## src/rtl/gray_counter.sv

```systemverilog
// Up/down Gray-code counter with parallel load and wrap or saturate at the range ends.
// Latency: g, b_mon, wrap and chg are registered one cycle after the sampling edge; at_end is combinational.
// Backpressure: none; the counter takes one action on every clock edge.
module gray_counter #(
    parameter int WIDTH    = 4,
    parameter int SATURATE = 0
) (
    input  logic             clk,
    input  logic             rst,
    input  logic             en,
    input  logic             up_dn,
    input  logic             load,
    input  logic [WIDTH-1:0] load_bin,
    output logic [WIDTH-1:0] g,
    output logic [WIDTH-1:0] b_mon,
    output logic             wrap,
    output logic             at_end,
    output logic             chg
);

    localparam logic [WIDTH-1:0] ONE = {{(WIDTH-1){1'b0}}, 1'b1};

    function automatic logic [WIDTH-1:0] to_gray(input logic [WIDTH-1:0] b);
        return b ^ (b >> 1);
    endfunction

    logic [WIDTH-1:0] bcnt;
    logic [WIDTH-1:0] bcnt_nxt;
    logic [WIDTH-1:0] load_gray;

    assign b_mon     = bcnt;
    assign at_end    = up_dn ? (&bcnt) : ~(|bcnt);
    assign bcnt_nxt  = up_dn ? (bcnt + ONE) : (bcnt - ONE);
    assign load_gray = to_gray(load_bin);

    always_ff @(posedge clk) begin
        if (rst) begin
            bcnt <= '0;
            g    <= '0;
            wrap <= 1'b0;
            chg  <= 1'b0;
        end else if (load) begin
            bcnt <= load_bin;
            g    <= load_gray;
            wrap <= 1'b0;
            chg  <= (load_gray != g);
        end else if (en) begin
            // In saturate mode the end of range blocks the step in that direction only.
            if ((SATURATE != 0) && at_end) begin
                wrap <= 1'b0;
                chg  <= 1'b0;
            end else begin
                bcnt <= bcnt_nxt;
                g    <= to_gray(bcnt_nxt);
                wrap <= at_end;
                chg  <= 1'b1;
            end
        end else begin
            wrap <= 1'b0;
            chg  <= 1'b0;
        end
    end

endmodule

```

## config.mk

```make
export PLATFORM = sky130hd
export DESIGN_NAME = gray_counter
export DESIGN_NICKNAME = d
export VERILOG_FILES = /design/src/rtl/gray_counter.sv
export SDC_FILE = /design/constraint.sdc
export NUM_CORES = 1
export LEC_CHECK = 0
export CORE_MARGIN = 5
export CORE_UTILIZATION = 25
export DETAILED_ROUTE_END_ITERATION = 8
export GPL_TIMING_DRIVEN = 0
export HOLD_SLACK_MARGIN = 0.05
export MAX_ROUTING_LAYER = met4
export PLACE_DENSITY = 0.56
export SETUP_SLACK_MARGIN = 0.05
export SYNTH_ARGS = -nofsm -noshare
export SYNTH_HDL_FRONTEND = slang
export SYNTH_SLANG_ARGS = --single-unit
```

## constraint.sdc

```tcl
create_clock -name clk -period 2.25 [get_ports clk]
set_clock_uncertainty 0.05 [all_clocks]
set_input_delay 0.225 -clock clk [delete_from_list [all_inputs] [get_ports clk]]
set_output_delay 0.225 -clock clk [all_outputs]
set_load 0.02 [all_outputs]
```

==> out/results.ini <==
[timing]
min_period_ps=2030
tns_ps=0
fmax_ghz=0.492
rsz0062_at_grt=false
fin_ws_ps=218
fin_crit_sh=0.903
maxSlewHeadroom=0.692
slew_violations=0
setup_viol_count_final=0
worstMarginPinSlew_ps=462
hold_viol_final=0

[grt]
grt_pass1_vias=571
grt_usage=0.0951
grt_max_degree=11
grt_pass1_wl_um=2530
gr-total-overflow=0
antenna_found_initial=0

[final_layout]
final_area_um2=881
layout_common_cells=clkdlybuf4s50_1, nor2_1, dfxtp_1
syn_to_final_growth_pct=34.1
drive_gt1_frac=0.138
final_common_cell=clkdlybuf4s50_1
antenna_cells=0
fin_nets=107
stdcell_count=124
fillers=264

[floorplanning]
coreArea_um2=2500
die_y_um=61.3
dieWidth_um=61.3
rows=18
die_area_um2=3750
initial_core_util=0.263
pin_count=20

[routing]
drcViolationCount=0
routed_via_density=4.71
num_vias=584
ant_nets=0
drt_iter0_drc=18
routedWlPerCell_um=13.0
wl_um=1610
detailedRoute.firstPassIterationCount=4

[critical_path]
path_max_fanout=7
r2r_end=g[0]$_SDFFE_PP0P_
startpoint_type=register
end_kind=output pin
reg2reg_from=b_mon[0]$_SDFFE_PP0P_
ff2ff_setup_slack_ps=510
required_ps=1980
critPathKind=reg2out
r2r_cells=5
arrival_ps=1760

[power_and_ir_drop]
internal_power_w=0.000352
switchingPower_w=0.000182
sw_frac_of_total=0.340
p_comb_frac=0.391
p_leak_nw=0.347
clockPowerShare=0.250
power_density_nw_per_um2=606
peakVddDrop_mv=0.386
p_seq_frac=0.359

[logic_synthesis]
syn_area_per_cell_um2=8.88
synth_fp_nets=86
yosys.area.top_type=dfxtp_1
synth_seq_cells=9
synth_top_area_frac=0.274
seq_area_frac_synth=0.274
ys_types=34
ys_top_cells_by_area=dfxtp_1, xnor2_1, a21oi_1
synth_warnings=0
syn_inst=74
syn-cell-area_um2=657

[place]
finalWeightedCongestion=0.731
dp_cells=120
dpl_cell_area_um2=855
portBuffers=16
dp_hpwl_um=1170
preCtsSetupSlack_ps=66.4

[clock_network]
clk_latency_ps=270
clkSinkCount=9
postCtsResizedCells=0
cts.reportedPaths.clkPinSlew_ps=60
cts_tree=done
htreeDepth=1
ctsHoldBuffers=0
cts_setup_buffers=0
clockBufferDepth=2
cts_buffers=3
cts_root_buf=clkbuf_4

[min_path]
holdPathStages=3
holdPathEnd=g[1]$_SDFFE_PP0P_
hp-class=in2reg
hp-start=en

[outcome]
status=complete, no violations

[run]
max_cap_viol_count=0

[worst max-delay path, stage by stage (launching register included)]
cell and delay (ps):
dfxtp_1 390, nor4_1 280, nand2_1 80, o21ai_1 110
clkdlybuf4s50_1 630
[per-layer routing]
layer / track usage / up-vias / part of all wire
li1: - / 298 / -
met1: 0.122 / 263 / 0.50
met2: 0.145 / 21 / 0.42
met3: 0.0398 / 2 / 0.072
met4: 0.00929 / 0 / 0.0044
met5: - / - / 0
[worst max path at each step]
stage                                startpoint           endpoint  slack [ps]  cells after the start
after floorplan           b_mon[0]$_SDFFE_PP0P_  g[0]$_SDFFE_PP0P_         540                      5
after global placement                    up_dn  g[2]$_SDFFE_PP0P_          50                      6
after detailed placement                  up_dn  g[2]$_SDFFE_PP0P_          70                      6
after CTS                     g[3]$_SDFFE_PP0P_             at_end         200                      4
after global routing          g[3]$_SDFFE_PP0P_             at_end          90                      4
final                         g[3]$_SDFFE_PP0P_             at_end         220                      4
[cell type report]
| class | instances | area [µm²] | area share |
|---|---|---|---|
| multi-input combinational | 58 | 440 | 0.500 |
| buffer | 5 | 28.8 | 0.0327 |
| clock buffer | 4 | 26.3 | 0.0298 |
| inverter | 2 | 7.51 | 0.00852 |
| timing repair buffer | 16 | 160 | 0.182 |
| tap | 30 | 37.5 | 0.0426 |
| sequential | 9 | 180 | 0.205 |
[state kept, by name, indices dropped and copies added (netlist names)]
register and cells:
g 4, b_mon 3, chg 1, wrap 1
[cell families after synthesis]
family                     count (synthesis)  share of synthesized area
and+or+nand+nor                           24                      0.204
AOI/OAI and AO/OA                         18                      0.190
xor gates and xnor gates                  12                      0.192
DFF                                        9                      0.274
buffers and inverters                      7                     0.0552
adders and majority gates                  3                     0.0686
muxes                                      1                     0.0152
[Yosys cell counts]
cell type,number
dfxtp_1,9
xnor2_1,6
nand2_1,3
xnor3_1,1
a21o_1,1
buf_2,2
nor2b_1,2
a31oi_1,1
nand4_1,1
a221oi_2,1
o2111ai_1,1
inv_1,1
o21ai_0,1
clkbuf_1,1
ha_1,2
xor2_1,4
o21ai_1,1
o22ai_2,1
nor3_1,1
or3_1,2
and3_4,1
nor3b_1,2
mux2i_1,1
nor4_1,1
a211oi_1,3
nand4b_1,1
a21oi_1,7
fa_1,1
nor2_4,1
buf_4,2
o21a_1,1
inv_2,1
xnor2_2,1
nor2_1,9
[per-stage QoR]
stage	util	power, W	hold WS [ps]
floorplan	-	0.000337	316
global placement	0.342	0.000404	529
detailed placement	0.342	0.000405	536
CTS	0.352	0.000535	258
global route	0.352	0.000564	271
finish	0.352	0.000534	255
[power groups by stage]
stage / combinational (W) / clock (W) / sequential [W]
finish: 0.000209 / 0.000133 / 0.000192
global route: 0.000227 / 0.000143 / 0.000195
CTS: 0.000211 / 0.000131 / 0.000192
detailed placement: 0.000210 / 0 / 0.000195
global placement: 0.000209 / 0 / 0.000195
floorplan: 0.000129 / 0 / 0.000209
Power figures use the tool's default switching activity.
